**config.mk**
```make
export PLATFORM = sky130hd
export DESIGN_NAME = serial_adder
export DESIGN_NICKNAME = d
export VERILOG_FILES = /design/src/rtl/serial_pkg.sv /design/src/rtl/full_adder.sv /design/src/rtl/serial_adder.sv
export SDC_FILE = /design/constraint.sdc
export NUM_CORES = 1
export LEC_CHECK = 0
export BUFFER_PORTS_ARGS = -buffer_cell sky130_fd_sc_hd__buf_2
export CORE_UTILIZATION = 60
export CTS_CLUSTER_DIAMETER = 120
export DETAILED_ROUTE_END_ITERATION = 6
export GPL_TIMING_DRIVEN = 1
export PLACE_DENSITY = 0.83
export REMOVE_ABC_BUFFERS = 1
export SLEW_MARGIN = 30
export SYNTH_ARGS = -nofsm -noshare
export SYNTH_HDL_FRONTEND = slang
export SYNTH_SLANG_ARGS = --single-unit
```
**constraint.sdc**
```tcl
create_clock -name clock -period 2.65 [get_ports clock]
set_clock_uncertainty 0.2 [all_clocks]
set_input_delay 0.265 -clock clock [delete_from_list [all_inputs] [get_ports clock]]
set_output_delay 0.265 -clock clock [all_outputs]
set_load 0.05 [all_outputs]
```
**src/rtl/serial_pkg.sv**
```systemverilog
// Shared definitions for the bit-serial adder: state encoding and counter sizing.
package serial_pkg;

    typedef enum logic [1:0] {
        IDLE = 2'd0,
        CALC = 2'd1,
        DONE = 2'd2
    } state_t;

    // Width of a counter that must reach n-1; at least one bit.
    function automatic int unsigned cnt_width(input int unsigned n);
        return (n < 2) ? 1 : $clog2(n);
    endfunction

endpackage

```
**src/rtl/full_adder.sv**
```systemverilog
// One-bit full adder cell: s/c_out = x + y + c_in.
module full_adder (
    input  logic x,
    input  logic y,
    input  logic c_in,
    output logic s,
    output logic c_out
);

    assign s     = x ^ y ^ c_in;
    assign c_out = (x & y) | (x & c_in) | (y & c_in);

endmodule

```
**src/rtl/serial_adder.sv**
```systemverilog
// Bit-serial N-bit adder: one full_adder cell plus carry flip-flop, LSB first,
// with a start/busy/done handshake.
module serial_adder
    import serial_pkg::*;
#(
    parameter int unsigned N = 8
) (
    input  logic         clock,
    input  logic         reset_,
    input  logic         start,
    input  logic [N-1:0] a,
    input  logic [N-1:0] b,
    input  logic         c_in,
    output logic         busy,
    output logic         done,
    output logic [N-1:0] sum,
    output logic         c_out
);

    localparam int unsigned CNT_W = cnt_width(N);
    localparam logic [CNT_W-1:0] CNT_LAST = CNT_W'(N - 1);

    state_t           state;
    logic [N-1:0]     a_sr;
    logic [N-1:0]     b_sr;
    logic [N-1:0]     s_sr;
    logic             carry;
    logic [CNT_W-1:0] cnt;
    logic             fa_s;
    logic             fa_c;
    logic             load;

    full_adder u_fa (
        .x    (a_sr[0]),
        .y    (b_sr[0]),
        .c_in (carry),
        .s    (fa_s),
        .c_out(fa_c)
    );

    // New operands are accepted only from IDLE or DONE; start during CALC is ignored.
    assign load = start && (state == IDLE || state == DONE);

    always_ff @(posedge clock or negedge reset_) begin
        if (!reset_) begin
            state <= IDLE;
            a_sr  <= '0;
            b_sr  <= '0;
            s_sr  <= '0;
            carry <= 1'b0;
            cnt   <= '0;
            sum   <= '0;
            c_out <= 1'b0;
        end else if (load) begin
            state <= CALC;
            a_sr  <= a;
            b_sr  <= b;
            carry <= c_in;
            cnt   <= '0;
        end else begin
            unique case (state)
                CALC: begin
                    a_sr  <= a_sr >> 1;
                    b_sr  <= b_sr >> 1;
                    s_sr  <= {fa_s, s_sr[N-1:1]};
                    carry <= fa_c;
                    if (cnt == CNT_LAST) begin
                        state <= DONE;
                        sum   <= {fa_s, s_sr[N-1:1]};
                        c_out <= fa_c;
                    end else begin
                        cnt <= cnt + 1'b1;
                    end
                end
                DONE:    state <= IDLE;
                default: state <= IDLE;
            endcase
        end
    end

    assign busy = (state == CALC);
    assign done = (state == DONE);

endmodule

```
== Word level (Yosys, flattened, before mapping) ==
Cells that the tools add are included.
Widths: inputs -> output; s select.

* Logic and storage cells: 41
* Register bits after elaboration: 39
* Output and inout bits: 11
* Input bits: 20

* Bitwise gates (word level): 8
* Reductions and logical operators: 7
* $add $sub $neg: 1
* Eq/ne operators: 5
* Mux-type cells: 12

{| class="wikitable"
|+ Operators with widths
! kind !! count
|-
| $mux 8 || 4
|-
| $mux 3 || 3
|-
| $mux 2 || 3
|-
| $reduce_and 2->1 || 2
|-
| $add 3x1->3 const B || 1
|-
| $and 1x1->1 || 3
|-
| $eq 3x3->1 const B || 1
|-
| $ne 3x1->1 const B || 1
|-
| $reduce_and 3->1 || 1
|-
| $eq 2x1->1 const B || 1
|-
| $eq 2x2->1 const B || 1
|-
| $logic_not 2->1 || 1
|-
| $mux 1 || 2
|-
| $ne 2x2->1 const B || 1
|-
| $or 1x1->1 || 2
|-
| $reduce_bool 2->1 || 1
|-
| $xor 1x1->1 || 2
|-
| $logic_and 1x1->1 || 1
|-
| $logic_or 1x1->1 || 1
|-
| $not 1->1 || 1
|}

== Depth between registers and ports, before layout ==
* Depth in word-level cells: 5
* Gate-level depth with buffers: 5
* Depth with buffers taken out: 4

== Hierarchy ==
From an unflattened synthesis, not the netlist that was laid out.

* Cell total of the unflattened synthesis: 169
* Area total of the unflattened synthesis: 1866.8 um2

{| class="wikitable"
|+ By module, submodules not included
! module !! times used !! cells an instance !! area each (um2)
|-
| serial_adder || 1 || 168 || 1846.8
|-
| full_adder || 1 || 1 || 20.0
|}

== Worst setup path after synthesis ==
Ideal clock, no wire load.

* Path type: reg-to-output
* Start: reg state[1]
* End: out done
* Data arrival time: 1329 ps
* Stages on the path, launching flop included: 4
* Slack: 856 ps
* Cell sequence: dfrtp_1 > buf_6 > buf_4 > nor2b_1

* Cells in the longest elaborated chain, start to end: 1

{| class="wikitable"
|+ RTL lines
! what !! RTL line !! source
|-
| from (decl) || serial_adder.sv:23 || <nowiki>state_t state;</nowiki>
|-
| from (signal assigned) || serial_adder.sv:46 || <nowiki>state <= IDLE;</nowiki>
|-
| from (signal assigned) || serial_adder.sv:55 || <nowiki>state <= CALC;</nowiki>
|-
| from (signal assigned) || serial_adder.sv:68 || <nowiki>state <= DONE;</nowiki>
|-
| $eq 2x2->1 || serial_adder.sv:82 || <nowiki>assign done = (state == DONE);</nowiki>
|-
| to (decl) || serial_adder.sv:15 || <nowiki>output logic done,</nowiki>
|}

No other way between the ends.

== Worst setup path after layout ==
Ends and elaborated chain as after synthesis.

==> key figures <==
Yosys
  • Synth warn: 0
  • Cell count after synthesis: approximately 140
  • Mapped Avg Cell Area: between 10 and 15 µm²
  • Synthesized area: 0.001911 mm²
  • Post-synthesis sequential area ratio: 0.4977
  • Post-synthesis register bit count: 38
  • Post-synth cell types: 23

Final layout
  • Most frequent cells in the layout: mux2i_1 (47), dfrtp_1 (38), buf_2 (30), mux2_4 (9), mux2_2 (8)
  • Area Overhead vs Synth: 11.00%
  • Most common cell after layout, fill and taps aside: mux2i_1
  • Share of cells above drive strength 1: 0.3353
  • Nets: 190
  • N_diodes: 0

Worst setup path
  • Critical path fanouts, max: 17
  • CP Class: flip-flop to primary output
  • CP endpoint kind: primary output
  • CP arrival: between 1500 and 2000 ps
  • Startpoint types: flip-flop
  • Worst EP required: 2180 ps
  • Reg2reg setup slack: between 600 and 700 ps

Placement
  • GPL Wtd Cong: a little over 0.7
  • I/O Buffers: 30
  • Dpl hpwl: between 2000 and 2500 µm

Floorplan
  • Height of the die: ~60 µm
  • Num ports: 31
  • Die Wd: 58.43 µm
  • Row cnt: 20
  • Core Region: approximately 0.003 mm²
  • DIE AREA: between 0.003 and 0.004 mm²
  • Initial core utilization: 0.6310

GRT
  • First-pass GRT wire length: ~5200 µm
  • Grt total ovfl: 0
  • All-layer global routing usage: 0.2074
  • Number of global-route vias before repair: 1,222
  • Largest net degree at the start of global routing: 39
  • Initial antenna violation count: 0

STA
  • Fin Hold WS: 9.510 ps
  • Final setup fails: 0
  • Final Hold Vio Count: 0
  • Worst rel slew slack: 0.4450
  • Max Freq: 463.3 MHz
  • Tmin final: between 2000 and 2500 ps
  • Least-Margin Pin Slew: between 800 and 900 ps
  • Unrepaired setup endpoints after global routing: no
  • Final Slew Violations: 0
  • Fin Setup TNS: 0 ps
  • Tcrit/Tclk final: 0.8146

Worst hold path
  • Min-delay worst type: input pin to flip-flop

Clock network
  • CTS clk-pin slew, worst paths: 100 ps
  • Root Driver: clkbuf_4
  • Clock buffer depth: 2
  • Worst-Skew Late Latency: 340 ps
  • Htree depth: 2
  • CTS Sinks: 38
  • Total CTS buffers: 5
  • CTS tree: built

Routing
  • First drt pass iteration count: 2
  • Final WL: approximately 3000 µm
  • Vias per inst: 5.531
  • DR iter-0 viols: 30
  • DRC Markers: 0
  • Drt wl/cell: around 14 µm
  • Routed Antenna Nets: 0
  • Vias: ~1,200

Run status
  • Status: complete, no violations

Pwr
  • PwrDens: approximately 1100 mW/mm²
  • VDD IR-drop max: 378.4 µV
  • Leakage: 1.111 nW

Run
  • Max_cap viols: 0
-- Yosys cell counts --
master	instances	area [µm²]
mux2i_1	47	470.5
dfrtp_1	38	950.9
mux2_4	9	135.1
mux2_2	8	90.09
buf_6	4	45.04
buf_2	3	15.01
buf_4	3	22.52
a311o_1	2	20.02
ha_1	2	25.02
inv_1	2	7.510
nand3_1	2	10.01
nor3b_1	2	15.01
o211a_1	2	20.02
o21ai_0	2	10.01
fa_1	1	20.02
nand2_1	1	3.750
nand2b_1	1	6.260
nand3b_1	1	7.510
nor2_1	1	3.750
nor2b_1	1	6.260
o211ai_1	1	7.510
or3b_2	1	8.760
or4b_1	1	10.01
-- metal layers --
| metal | vias to the layer above | GRT usage | wire length (µm) |
|---|---|---|---|
| li1 | 556 | - | - |
| met2 | 30 | 0.3793 | 1561 |
| met3 | 7 | 0.06593 | 128 |
| met5 | - | 0 | 0 |
| met1 | 574 | 0.2143 | 1299 |
| met4 | 0 | 0.09864 | 55 |
-- area by class of cell --
| cell class | instances | area (µm²) |
|---|---|---|
| clock buffers | 7 | 45.04 |
| repair buffers | 35 | 192.7 |
| multi-input cells | 85 | 869.6 |
| well taps | 44 | 55.05 |
| flip-flops and latches | 38 | 950.9 |
| fillers | 210 | 907.1 |
| inverters | 2 | 7.507 |
-- power by group --
group	switching (mW)	internal (mW)	leakage (nW)	total, mW
clock	0.173	0.100	0.0254	0.273
sequential	0.190	0.820	0.480	1.01
combinational	0.551	0.480	0.605	1.03
total	0.914	1.40	1.11	2.31
-- through the flow --
stage | setup WS [ps] | utilization | instance area [µm²] | cells | power [mW]
6_report | 491.3 | 0.7004 | 2121 | 211 | 2.313
4_1_cts | 480.8 | 0.7004 | 2121 | 211 | 2.340
3_3_place_gp | 678.2 | 0.6789 | 2056 | 202 | 2.006
5_1_grt | 399.7 | 0.7004 | 2121 | 211 | 2.471
2_1_floorplan | 357.5 | - | 1828 | 125 | 1.808
3_5_place_dp | 603.0 | 0.6789 | 2056 | 202 | 2.066
-- final timing paths --
path / startpoint / cells past startpoint / end
max in group asynchronous: reset_ / 2 / state[0]$_DFFE_PN0P_
worst min register to register: sum[4]$_DFFE_PN0P_ / 1 / sum[4]$_DFFE_PN0P_
min in group asynchronous: reset_ / 2 / sum[5]$_DFFE_PN0P_
worst max-delay path: state[1]$_DFFE_PN0P_ / 3 / done
worst min-delay path: a[2] / 3 / a_sr[2]$_DFFE_PN0P_
worst max register to register: cnt[0]$_DFFE_PN0P_ / 4 / sum[0]$_DFFE_PN0P_
-- what timing repair did --
action,4_1_cts,5_1_grt
endpoints found under the hold margin,39,0
gates resized for setup,0,0
buffers inserted,0,0
hold buffers,2,0
-- registers in the layout, indices dropped and copies added, names as in the netlist --
register,cells
sum,8
cnt,3
a_sr,8
state,2
carry,1
b_sr,8
c_out,1
s_sr,7
-- critical path: stages (launching register included) --
cell and delay (ps):
dfrtp_1 590, buf_4 340, nor2b_1 160, buf_2 260
-- logic make-up after synthesis --
group,Yosys count,share of synthesized area
AND/OR/NAND/NOR,11,0.03733
adder cells (fa/ha/maj),3,0.02357
AO/OA/AOI/OAI,7,0.03013
flip-flops,38,0.4977
multiplexers,64,0.3641
buffers and inverters,12,0.04715
(Power assumes the default switching activity.)
